`config.mk`:
```
export PLATFORM = sky130hd
export DESIGN_NAME = interfaz_lectura_picoblaze
export DESIGN_NICKNAME = d
export VERILOG_FILES = /design/src/rtl/interfaz_lectura_picoblaze_pkg.sv /design/src/rtl/interfaz_lectura_picoblaze_fifo_teclas.sv /design/src/rtl/interfaz_lectura_picoblaze.sv
export SDC_FILE = /design/constraint.sdc
export NUM_CORES = 1
export LEC_CHECK = 0
export ABC_AREA = 0
export CAP_MARGIN = 10
export CORE_MARGIN = 4
export CORE_UTILIZATION = 39
export DETAILED_ROUTE_END_ITERATION = 12
export GPL_ROUTABILITY_DRIVEN = 0
export PLACE_DENSITY = 0.77
export SYNTH_ARGS = -nofsm -noshare
export SYNTH_HDL_FRONTEND = slang
export SYNTH_SLANG_ARGS = --single-unit
```
`constraint.sdc`:
```
create_clock -name clk -period 2.3 [get_ports clk]
set_clock_uncertainty 0.05 [all_clocks]
set_input_delay 0.23 -clock clk [delete_from_list [all_inputs] [get_ports clk]]
set_output_delay 0.23 -clock clk [all_outputs]
set_load 0.05 [all_outputs]
```
`src/rtl/interfaz_lectura_picoblaze_pkg.sv`:
```
// interfaz_lectura_picoblaze_pkg: port ids, key codes and interrupt FSM states
// shared by the PicoBlaze read and config write decoders.
package interfaz_lectura_picoblaze_pkg;
    localparam logic [7:0] ID_SS     = 8'h00;
    localparam logic [7:0] ID_MM     = 8'h01;
    localparam logic [7:0] ID_HH     = 8'h02;
    localparam logic [7:0] ID_DAY    = 8'h03;
    localparam logic [7:0] ID_MES    = 8'h04;
    localparam logic [7:0] ID_YEAR   = 8'h05;
    localparam logic [7:0] ID_SS_T   = 8'h06;
    localparam logic [7:0] ID_MM_T   = 8'h07;
    localparam logic [7:0] ID_HH_T   = 8'h08;
    localparam logic [7:0] ID_STATUS = 8'h0F;
    localparam logic [7:0] ID_KEY    = 8'h10;
    localparam logic [7:0] ID_CFG    = 8'h11;

    localparam logic [7:0] KEY_RIGHT  = 8'h04;
    localparam logic [7:0] KEY_UP     = 8'h05;
    localparam logic [7:0] KEY_DOWN   = 8'h06;
    localparam logic [7:0] KEY_LEFT   = 8'h07;
    localparam logic [7:0] KEY_CONFIG = 8'h08;

    typedef enum logic [1:0] {IDLE, REQ, DRAIN} irq_state_t;
endpackage

```
`src/rtl/interfaz_lectura_picoblaze_fifo_teclas.sv`:
```
// fifo_teclas: single-clock key FIFO; a push on a full FIFO is accepted only
// when a pop frees the head slot in the same cycle.
module fifo_teclas #(
    parameter int FIFO_DEPTH = 4
) (
    input  logic                            clk,
    input  logic                            reset,
    input  logic                            push,
    input  logic                            pop,
    input  logic [7:0]                      din,
    output logic [7:0]                      dout,
    output logic                            full,
    output logic                            empty,
    output logic [$clog2(FIFO_DEPTH):0]     count
);
    localparam int AW = $clog2(FIFO_DEPTH);
    localparam int CW = AW + 1;

    logic [7:0]    mem [FIFO_DEPTH];
    logic [AW-1:0] wr_ptr, rd_ptr;
    logic          wr, rd;

    assign full  = count == CW'(FIFO_DEPTH);
    assign empty = count == '0;
    assign rd    = pop && !empty;
    assign wr    = push && (!full || rd);
    assign dout  = mem[rd_ptr];

    always_ff @(posedge clk)
        if (wr) mem[wr_ptr] <= din;

    always_ff @(posedge clk) begin
        if (reset) begin
            wr_ptr <= '0;
            rd_ptr <= '0;
            count  <= '0;
        end else begin
            if (wr) wr_ptr <= wr_ptr + AW'(1);
            if (rd) rd_ptr <= rd_ptr + AW'(1);
            count <= count + CW'(wr) - CW'(rd);
        end
    end
endmodule

```
`src/rtl/interfaz_lectura_picoblaze.sv`:
```
// interfaz_lectura_picoblaze: PicoBlaze in_port read mux, key FIFO with
// priority push and sticky overflow, and interrupt request/ack handshake.
module interfaz_lectura_picoblaze
    import interfaz_lectura_picoblaze_pkg::*;
#(
    parameter int         FIFO_DEPTH  = 4,
    parameter logic [7:0] PORT_STATUS = ID_STATUS,
    parameter logic [7:0] PORT_KEY    = ID_KEY,
    parameter logic [7:0] PORT_CFG    = ID_CFG
) (
    input  logic       clk,
    input  logic       reset,
    input  logic [7:0] port_id,
    input  logic       read_strobe,
    output logic [7:0] in_port,
    output logic       interrupt,
    input  logic       interrupt_ack,
    input  logic       btn_right,
    input  logic       btn_up,
    input  logic       btn_down,
    input  logic       btn_left,
    input  logic       btn_config,
    input  logic [1:0] cfg_mode,
    input  logic [1:0] cursor,
    input  logic [7:0] data_SS,
    input  logic [7:0] data_MM,
    input  logic [7:0] data_HH,
    input  logic [7:0] data_DAY,
    input  logic [7:0] data_MES,
    input  logic [7:0] data_YEAR,
    input  logic [7:0] data_SS_T,
    input  logic [7:0] data_MM_T,
    input  logic [7:0] data_HH_T
);
    localparam int CW = $clog2(FIFO_DEPTH) + 1;

    irq_state_t    state, state_nxt;
    logic [4:0]    btn;
    logic [7:0]    key_code, head, cnt8, sel, status;
    logic [2:0]    cnt3;
    logic [CW-1:0] count;
    logic          push, pop, full, empty, overflow, ovf_set, ovf_clr;

    assign btn      = {btn_config, btn_left, btn_right, btn_up, btn_down};
    assign key_code = btn_config ? KEY_CONFIG : btn_left ? KEY_LEFT :
                      btn_right  ? KEY_RIGHT  : btn_up   ? KEY_UP   : KEY_DOWN;
    assign push     = |btn;
    assign pop      = read_strobe && port_id == PORT_KEY && !empty;
    assign ovf_clr  = read_strobe && port_id == PORT_STATUS;
    assign ovf_set  = $countones(btn) > 1 || (push && full && !pop);
    assign interrupt = state == REQ;

    fifo_teclas #(.FIFO_DEPTH(FIFO_DEPTH)) u_fifo (
        .clk   (clk),
        .reset (reset),
        .push  (push),
        .pop   (pop),
        .din   (key_code),
        .dout  (head),
        .full  (full),
        .empty (empty),
        .count (count)
    );

    // Status count field is only 3 bits wide; clamp deeper FIFOs at 7.
    assign cnt8   = 8'(count);
    assign cnt3   = cnt8 > 8'd7 ? 3'd7 : cnt8[2:0];
    assign status = {empty, full, overflow, state == REQ, 1'b0, cnt3};

    always_comb begin
        sel = 8'h00;
        case (port_id)
            ID_SS:       sel = data_SS;
            ID_MM:       sel = data_MM;
            ID_HH:       sel = data_HH;
            ID_DAY:      sel = data_DAY;
            ID_MES:      sel = data_MES;
            ID_YEAR:     sel = data_YEAR;
            ID_SS_T:     sel = data_SS_T;
            ID_MM_T:     sel = data_MM_T;
            ID_HH_T:     sel = data_HH_T;
            PORT_STATUS: sel = status;
            PORT_KEY:    sel = empty ? 8'h00 : head;
            PORT_CFG:    sel = {3'b000, cfg_mode, 1'b0, cursor};
            default:     sel = 8'h00;
        endcase
    end

    always_comb begin
        state_nxt = state;
        case (state)
            IDLE:    state_nxt = empty ? IDLE : REQ;
            REQ:     state_nxt = interrupt_ack ? DRAIN : REQ;
            DRAIN:   state_nxt = empty ? IDLE : DRAIN;
            default: state_nxt = IDLE;
        endcase
    end

    always_ff @(posedge clk) begin
        if (reset) begin
            in_port  <= 8'h00;
            overflow <= 1'b0;
            state    <= IDLE;
        end else begin
            in_port  <= sel;
            overflow <= ovf_set || (overflow && !ovf_clr);
            state    <= state_nxt;
        end
    end
endmodule

```
; Yosys cells after proc, flatten, opt, wreduce, memory -nomap -nowiden
; Memories as Yosys holds them, arrays and structs flattened. A register that Yosys moved wholly into a read port is not among the register bits.
; Cells that the tools add are included.
[totals]
register_bits = 18
latchBits = 0
ramBits = 16
mem_bits_ro = 0
input_bits = 93
elab_cells = 65
memories = 1
[classes]
addsub = 8
mul = 0
n_div = 0
n_lt_le_gt_ge = 2
eq_ne = 14
shift = 0
mux = 15
n_bitwise = 0
n_reduce_logical = 19
[mem_list]
columns = memory, depth, width, rd, rd_ports_with_merged_regs, write_ports, line
row1 = u_fifo.mem, 4, 4, 1, 1, 1, interfaz_lectura_picoblaze_fifo_teclas.sv:19  ; logic [7:0] mem [FIFO_DEPTH];
[ops]
columns = operator, n
row1 = $pmux W8 S12, 1
row2 = $eq A8 B3 Y1 const B, 4
row3 = $eq A8 B2 Y1 const B, 2
row4 = $eq A8 B4 Y1 const B, 2
row5 = $eq A8 B5 Y1 const B, 2
row6 = $mux W2, 7
row7 = $eq A8 B1 Y1 const B, 1
row8 = $logic_and A1 B1 Y1, 8
row9 = $logic_not A8 Y1, 1
row10 = $mux W8, 1
row11 = $pmux W2 S3, 1
row12 = $reduce_or A5 Y1, 1
row13 = $add A1 B1 Y2, 2
row14 = $add A2 B1 Y2 const B, 2
row15 = $add A3 B1 Y4, 1
row16 = $gt A4 B1 Y1 const B, 1
row17 = $logic_not A1 Y1, 4
row18 = $mux W4, 1
row19 = $add A2 B2 Y3, 1
row20 = $add A3 B1 Y3, 1
row21 = $eq A3 B3 Y1 const B, 1
row22 = $gt A3 B3 Y1 const B, 1
row23 = $logic_not A3 Y1, 1
row24 = $logic_or A1 B1 Y1, 3
row25 = 6 further kinds, 8

; Longest topological paths before layout
; Gate-level depths: netlist of run 1.
[logic_depth]
ltp_word = 8
depth_mapped = 11
depth_no_buf = 9

; Cells and area by module
; Synthesis of run 1 repeated with hierarchy kept, for this count alone.
[hier_totals]
cells_unflattened = 278
area_unflattened_um2 = 3089.2
[by_module_without_submodules]
columns = module, n_inst, cells_each, area_each_um2
row1 = fifo_teclas, 1, 89, 1649.1
row2 = interfaz_lectura_picoblaze, 1, 189, 1440.1

; Worst setup path before layout of run 1
; OpenSTA, ideal clock, no wires.
[synth_timing]
kind = flip-flop to flip-flop
startpoint = register u_fifo.count[0]
endpoint = register u_fifo.count[2]
setup_ns = 0.128
arrival_ns = 2.131
required_time_ns = 2.122
path_slack_ns = -0.008
stages_incl_launch_ff = 10
period_less_slack_ns = 2.308
path_cell_list = dfxtp_1 > nor3_1 > and4b_1 > and2_2 > ha_1 > inv_1 > ha_1 > fa_1 > xor2_1 > nor2_1
[synth_between]
elab_chain_len = 8
[synth_lines]
columns = element, line
row1 = from (decl), interfaz_lectura_picoblaze_fifo_teclas.sv:14  ; output logic [$clog2(FIFO_DEPTH):0] count
row2 = from (signal assigned), interfaz_lectura_picoblaze_fifo_teclas.sv:40  ; count <= count + CW'(wr) - CW'(rd);
row3 = $logic_not A3 Y1 *, interfaz_lectura_picoblaze_fifo_teclas.sv:24  ; assign empty = count == '0;
row4 = $logic_not A1 Y1 *, "interfaz_lectura_picoblaze_fifo_teclas.sv:25, interfaz_lectura_picoblaze.sv:48"
row5 = $logic_and A1 B1 Y1, interfaz_lectura_picoblaze.sv:48  ; assign pop = read_strobe && port_id == PORT_KEY && !empty;
row6 = $logic_and A1 B1 Y1 *, interfaz_lectura_picoblaze_fifo_teclas.sv:25  ; assign rd = pop && !empty;
row7 = net u_fifo.rd, interfaz_lectura_picoblaze_fifo_teclas.sv:21  ; logic wr, rd;
row8 = $logic_or A1 B1 Y1, interfaz_lectura_picoblaze_fifo_teclas.sv:26  ; assign wr = push && (!full || rd);
row9 = $logic_and A1 B1 Y1, interfaz_lectura_picoblaze_fifo_teclas.sv:26
row10 = $add A3 B1 Y3, interfaz_lectura_picoblaze_fifo_teclas.sv:40
row11 = $sub A3 B1 Y3 *, interfaz_lectura_picoblaze_fifo_teclas.sv:40
; Mark *: on every way through the listed nets, which the timed path passes. The rest lies on a longest branch.
; A chain may end at the register's enable or synchronous reset.

; Worst setup path after layout of run 1
; Ends and elaborated chain as after synthesis.

==> metrics.md, run 1 <==
| Metric | Value |
|---|---|
| Status | `finished, final reports clean` |
| # DRC | `0` |
| Setup-failing EPs final | `0` |
| Initial Utilization | `41.1%` |
| I/O pins | `102` |
| Met1 Resource Use GR | `24.3%` |
| Antenna Nets Post-Route | `0` |
| Largest net degree at the start of global routing | `33` |
| Cell Pwr Density | `563 nW/µm²` |
| Max-cap violations | `0` |
| Tightest Pin Transition | `0.542 ns` |
| Layout area overhead | `52.1%` |
| Kind of critical path | `register to register` |
| Fraction of registers with async set/reset | `0%` |
| H-Tree Level Count | `2` |
| Fill count | `503` |
| Synth cell types | `59` |
| Initial antenna violation count | `0` |
| Site row count | `28` |
| Synth Register Bits | `36` |
| Sequential area share after synthesis | `35.6%` |
| M3 GR Usage | `4.52%` |
| Routed Wire Length | `7730 µm` |
| Total track usage | `20.5%` |
| Met2 global-route usage | `36.7%` |
| Ratio of cells with drive above 1 in the final layout | `15.9%` |
| Post-synthesis average cell area | `10.2 µm²` |
| Post-synthesis cell count | `244` |
| Lkg Pwr | `1.40 nW` |
| Hold_ws | `0.442 ns` |
| # resized after CTS | `0` |
| Setup WS post-layout | `0.0961 ns` |
| CTS Hold Buffers Added | `0` |
| Relative slew slack | `63.8%` |
| Via count | `2,423` |
| Minimum clock period after layout | `2.20 ns` |
| I/O Buffers | `101` |
| Root buffer cell | `clkbuf_8` |
| Fin crit share | `95.8%` |
| Max Slew Vio Count | `0` |
| Die height | `87.7 µm` |
| CTS Buffer Depth | `2` |
| Clock transition at path regs | `0.07 ns` |
| Worst VDD drop | `0.000494 V` |
| Wire length of the first global-routing pass | `12,200 µm` |
| Number of synthesized flops with an enable pin | `16` |
| Post-Synthesis Cell Area | `2480 µm²` |
| Clk Latency, worst-skew pair | `0.29 ns` |
| DR iter-0 viols | `184` |
| Final Hold Fails | `0` |
| N_diodes | `0` |
| CP required | `2.43 ns` |
| Aggregate global routing overflow | `0` |
| Vias in the first global route | `2,466` |
| Ys Warns | `0` |
| Syn nets | `349` |
| Number of CTS-inserted buffers | `5` |
| Final #Nets | `463` |
| Post-synth top flop | `dfxtp_1` |
| Critical Path Fanout Max | `5` |
| GRT Max-Usage Layer | `met2` |
| Die ar. | `7690 µm²` |
| Critical path arrival | `2.34 ns` |
| Average wire per standard cell | `17.8 µm` |
| Via density | `5.58` |
| Total power | `2.12 mW` |
| Hold crit path type | `register to register` |
| Clock sink count | `36` |
| Worst Setup End Kind | `register` |
| CP Launch Type | `register` |
| CORE AREA | `6030 µm²` |
| Die W | `87.7 µm` |
| Half-perimeter wire length after placement | `6220 µm` |
| Post-CTS Setup Bufs | `0` |
| Worst slack at placement | `-0.234 ns` |
| Fmax achieved | `454 MHz` |
| Pre-Repair DR Iteration Count | `4` |
| CTS tree | `built` |
## cell usage after synthesis, types with 2 or more instances
cell type,n,area [µm²]
dfxtp_1,20,400
xnor2_1,2,17.5
ha_1,10,125
nand2_1,10,37.5
and4_1,3,26.3
nand3_1,6,30.0
a21boi_0,2,15.0
a32oi_1,4,35.0
xor2_1,2,17.5
a31oi_1,3,18.8
buf_4,4,30.0
and3_1,4,25.0
mux4_2,8,180
fa_1,2,40.0
nor2b_1,6,37.5
mux2i_1,10,100
and2_1,4,25.0
nor3_2,2,20.0
o21ai_1,5,25.0
o211ai_1,3,22.5
and4b_1,2,20.0
nor2_4,2,22.5
mux2_1,5,56.3
edfxtp_1,16,480
mux2_2,3,33.8
inv_1,12,45.0
nor2_1,19,71.3
a21oi_1,10,50.1
nor3_1,3,15.0
a22oi_1,8,60.1
a2bb2oi_1,2,17.5
o21ai_0,6,30.0
nand2b_1,6,37.5
clkbuf_1,3,11.3
buf_2,9,45.0
nand4_1,4,25.0
a22o_1,2,17.5
## worst paths after layout
kind	from	to	slack, ns	cells past startpoint
worst max-delay path	u_fifo.count[0]	u_fifo.count[2]	0.1	9
worst min-delay path	state[1]	state[0]	0.44	1
worst max register to register	u_fifo.count[0]	u_fifo.count[2]	0.1	9
worst min register to register	state[1]	state[0]	0.44	1
## cell families (layout without fill, tap and decap cells)
family / after synthesis / in the layout / share of synthesized area [%]
xor+xnor: 4 / 4 / 1.41
buf+inv: 29 / 144 / 5.45
flops: 36 / 36 / 35.6
compound gates: 57 / 57 / 16.3
fa+ha+maj: 12 / 12 / 6.67
mux: 26 / 26 / 14.9
simple gates: 80 / 80 / 19.7
## metal layers
layer | routed length [µm] | share of wire [%]
met1 | 3020 | 39
met2 | 3870 | 50
met3 | 706 | 9.1
met4 | 141 | 1.8
met5 | 0 | 0
## layout make-up
type,instances,area [µm²],share of cell area (%)
clock buffers,5,68.8,1.83
well taps,75,93.8,2.49
clock inverters,3,21.3,0.564
inverters,13,48.8,1.29
multi-input cells,179,1470,39.1
repair buffers,123,1180,31.3
flip-flops and latches,36,885,23.5
## stage by stage
step                      cells  util [%]  instance area (µm²)  setup TNS (ns)
after floorplan             244         -                 2480               0
after global placement      426      60.8                 3670          -0.364
after detailed placement    426      60.8                 3670           -1.16
after CTS                   434      62.3                 3760               0
after global routing        434      62.5                 3770       -0.000996
final                       434      62.5                 3770               0
## sequential cells by signal, summed over array words and instances, names as in the netlist, named ones only
signal,flops
state,2
in_port,8
u_fifo.wr_ptr,2
u_fifo.rd_ptr,2
u_fifo.count,3
u_fifo.mem,16
overflow,1
## power by group
part           switching [mW]  leakage (nW)  internal (mW)
clock                   0.239        0.0445          0.215
combinational           0.349          1.04          0.420
sequential             0.0834         0.315          0.816
## cells in the final DEF (no fill, tap or decap), drive strengths merged, types with 3 or more instances in the layout
cell type        n
clkdlybuf4s50  100
buf             22
nor2            21
dfxtp           20
edfxtp          16
inv             14
a21oi           11
o21ai           11
nand2           10
mux2i           10
ha              10
mux4             8
a22oi            8
mux2             8
nor2b            6
nand3            6
nand2b           6
clkbuf           5
and2             5
nor3             5
nand4            4
and3             4
a32oi            4
a31oi            3
o211ai           3
and4             3
## worst max-delay path: stages (launching register included)
cell and delay [ns]:
dfxtp_2 0.36, nor3_4 0.19, and4b_1 0.22, and2_2 0.20, ha_1 0.27, inv_1 0.04, ha_1 0.18, fa_1 0.37
xor2_1 0.17, nor2_1 0.05
Note: power is estimated with default switching activity, not from simulation.
==> run 2: changes to the inputs <==
- CORE_MARGIN: 4 -> 2
==> metrics.md, run 2 (synthesis gave the netlist of run 1 again) <==
| Metric | Value |
|---|---|
| Final Hold Fails | `0 (unchanged)` |
| Kind of critical path | `register to register` |
| Fin Setup TNS | `0 ns (unchanged)` |
| Fmax achieved | `455 MHz (+0.36%)` |
| Hold_ws | `0.450 ns (+0.00866 ns)` |
| Cell Pwr Density | `552 nW/µm² (-2.1%)` |
| Reg2Reg Setup Slack | `0.10 ns (about the same)` |
| CP dominant cell by count | `ha_1` |
| CP top delay family | `adder cells` |
| Clock transition at path regs | `0.07 ns (about the same)` |
| CORE AREA | `6240 µm² (+3.6%)` |
| Relative slew slack | `65.4% (+1.7 points)` |
| Crit path largest cell delay | `0.37 ns (about the same)` |
| CP Launch Type | `register` |
| CTS Hold Buffers Added | `0 (unchanged)` |
| Slowest CP cell | `fa_1` |
| Site row count | `29 (+3.6%)` |
| Root buffer cell | `clkbuf_8` |
| Largest net degree at the start of global routing | `33 (unchanged)` |
| R2R Path Start | `u_fifo.count[1]` |
| Worst Setup End Kind | `register` |
| RSZ-0062 raised after global routing | `no` |
| Status | `finished, final reports clean` |
| Most frequent cells in the layout | `clkdlybuf4s50_1 (99), buf_4 (25), nor2_1 (19)` |
| CP endpoint | `u_fifo.count[2]` |
| Max Slew Vio Count | `0 (unchanged)` |
| Clock sink count | `36 (unchanged)` |
| N_diodes | `0 (unchanged)` |
| Reg2reg end | `u_fifo.count[2]` |
| DR iter-0 viols | `228 (+24%)` |
| Vias in the first global route | `2,411 (-2.2%)` |
| Aggregate global routing overflow | `0 (unchanged)` |
| I/O Buffers | `101 (unchanged)` |
| Routed Wire Length | `7340 µm (-5.1%)` |
| Fin crit share | `95.5% (-0.34 points)` |
| CP required | `2.44 ns (about the same)` |
| Initial antenna violation count | `0 (unchanged)` |
| CP Depth | `9 (unchanged)` |
| Die W | `83.7 µm (-4.6%)` |
| Worst VDD drop | `0.000395 V (-20%)` |
| I/O pins | `102 (unchanged)` |
| Final #Nets | `466 (+0.65%)` |
| Max-cap violations | `0 (unchanged)` |
| Critical path arrival | `2.33 ns (about the same)` |
| H-Tree Level Count | `2 (unchanged)` |
| Clk Latency, worst-skew pair | `0.29 ns (about the same)` |
| # DRC | `0 (unchanged)` |
| Pre-Repair DR Iteration Count | `4 (unchanged)` |
| WP buf/inv | `1 (unchanged)` |
| Top flop regs | `u_fifo.mem (16), in_port (8), u_fifo.count (3)` |
| Antenna Nets Post-Route | `0 (unchanged)` |
| Lkg Pwr | `1.43 nW (+1.8%)` |
| Setup WS post-layout | `0.104 ns (+0.00788 ns)` |
| Worst slack at placement | `-0.258 ns (-0.0237 ns)` |
| CTS tree | `built` |
| Number of CTS-inserted buffers | `5 (unchanged)` |
| FF-to-FF path depth | `9 (unchanged)` |
| Average wire per standard cell | `16.7 µm (-6.2%)` |
| Layout area overhead | `52.8%` |
| Crit-path cells | `nor3_2, and4b_1, and2_2, ha_1, inv_1, ha_1, fa_1, xor2_1, nor2_1` |
| Via density | `5.47 (-2.0%)` |
| Total track usage | `20.9% (+0.47 points)` |
| Critical Path Fanout Max | `6 (+1)` |
| Ratio of cells with drive above 1 in the final layout | `16.3% (+0.42 points)` |
| Setup-failing EPs final | `0 (unchanged)` |
| Half-perimeter wire length after placement | `5870 µm (-5.6%)` |
| Die ar. | `7010 µm² (-8.9%)` |
| Die height | `83.7 µm (-4.6%)` |
| CTS Buffer Depth | `2 (unchanged)` |
| Register with the most flip-flops | `u_fifo.mem` |
| Critical Path Start | `u_fifo.count[1]` |
| Max FFs per register | `16 (unchanged)` |
| Initial Utilization | `39.7% (-1.4 points)` |
| Wire length of the first global-routing pass | `11,700 µm (-4.6%)` |
| Hold crit path type | `register to register` |
| Via count | `2,401 (-0.91%)` |
| Commonest non-fill, non-tap cell in the layout | `clkdlybuf4s50_1` |
| Tightest Pin Transition | `0.517 ns (-0.0249 ns)` |
| Minimum clock period after layout | `2.20 ns (-0.00788 ns)` |
-- run 2: worst min path at each step --
| stage | startpoint | to | slack, ns | depth (start not counted) |
|---|---|---|---|---|
| final | state[1] | state[0] | 0.45 | 1 |
| after global routing | state[1] | state[0] | 0.47 | 1 |
| after CTS | state[1] | state[0] | 0.45 | 1 |
| after detailed placement | state[1] | state[0] | 0.44 | 1 |
| after global placement | state[1] | state[0] | 0.41 | 1 |
| after floorplan | reset | state[0] | 0.27 | 1 |
-- run 2: layout make-up --
type	instances	area, µm²
clock buffers	5	68.8
clock inverters	3	18.8
fillers	523	2450
inverters	13	48.8
multi-input cells	179	1470
flip-flops and latches	36	883
well taps	77	96.3
repair buffers	126	1200
-- run 2: metal layers --
| layer | track usage (%) | wire length [µm] | vias to the layer above | part of all wire, % |
|---|---|---|---|---|
| met5 | 0 | 0 | - | 0 |
| met4 | 7.18 | 157 | 0 | 2.1 |
| met3 | 4.15 | 613 | 11 | 8.4 |
| met2 | 37.5 | 3640 | 115 | 50 |
| met1 | 25.0 | 2930 | 1118 | 40 |
| li1 | - | - | 1157 | - |
-- run 2: power by group --
group | internal [mW] | switching (mW) | total [mW]
clock network | 0.211 | 0.226 | 0.437
logic | 0.421 | 0.339 | 0.761
registers | 0.815 | 0.0759 | 0.891
total | 1.45 | 0.641 | 2.09
-- run 2: metrics by stage --
step | area, µm² | utilization (%) | cells | total power [mW]
5_1_grt | 3790 | 60.7 | 439 | 2.22
2_1_floorplan | 2480 | - | 244 | 1.31
4_1_cts | 3770 | 60.4 | 438 | 2.10
3_5_place_dp | 3680 | 59.0 | 430 | 1.65
3_3_place_gp | 3680 | 59.0 | 430 | 1.62
6_report | 3790 | 60.7 | 439 | 2.09
-- run 2: repair_timing --
action                                 4_1_cts  5_1_grt
endpoints found under the hold margin        0        0
buffers inserted                             0        1
setup endpoints to repair                    0        2
gates resized for setup                      0        4
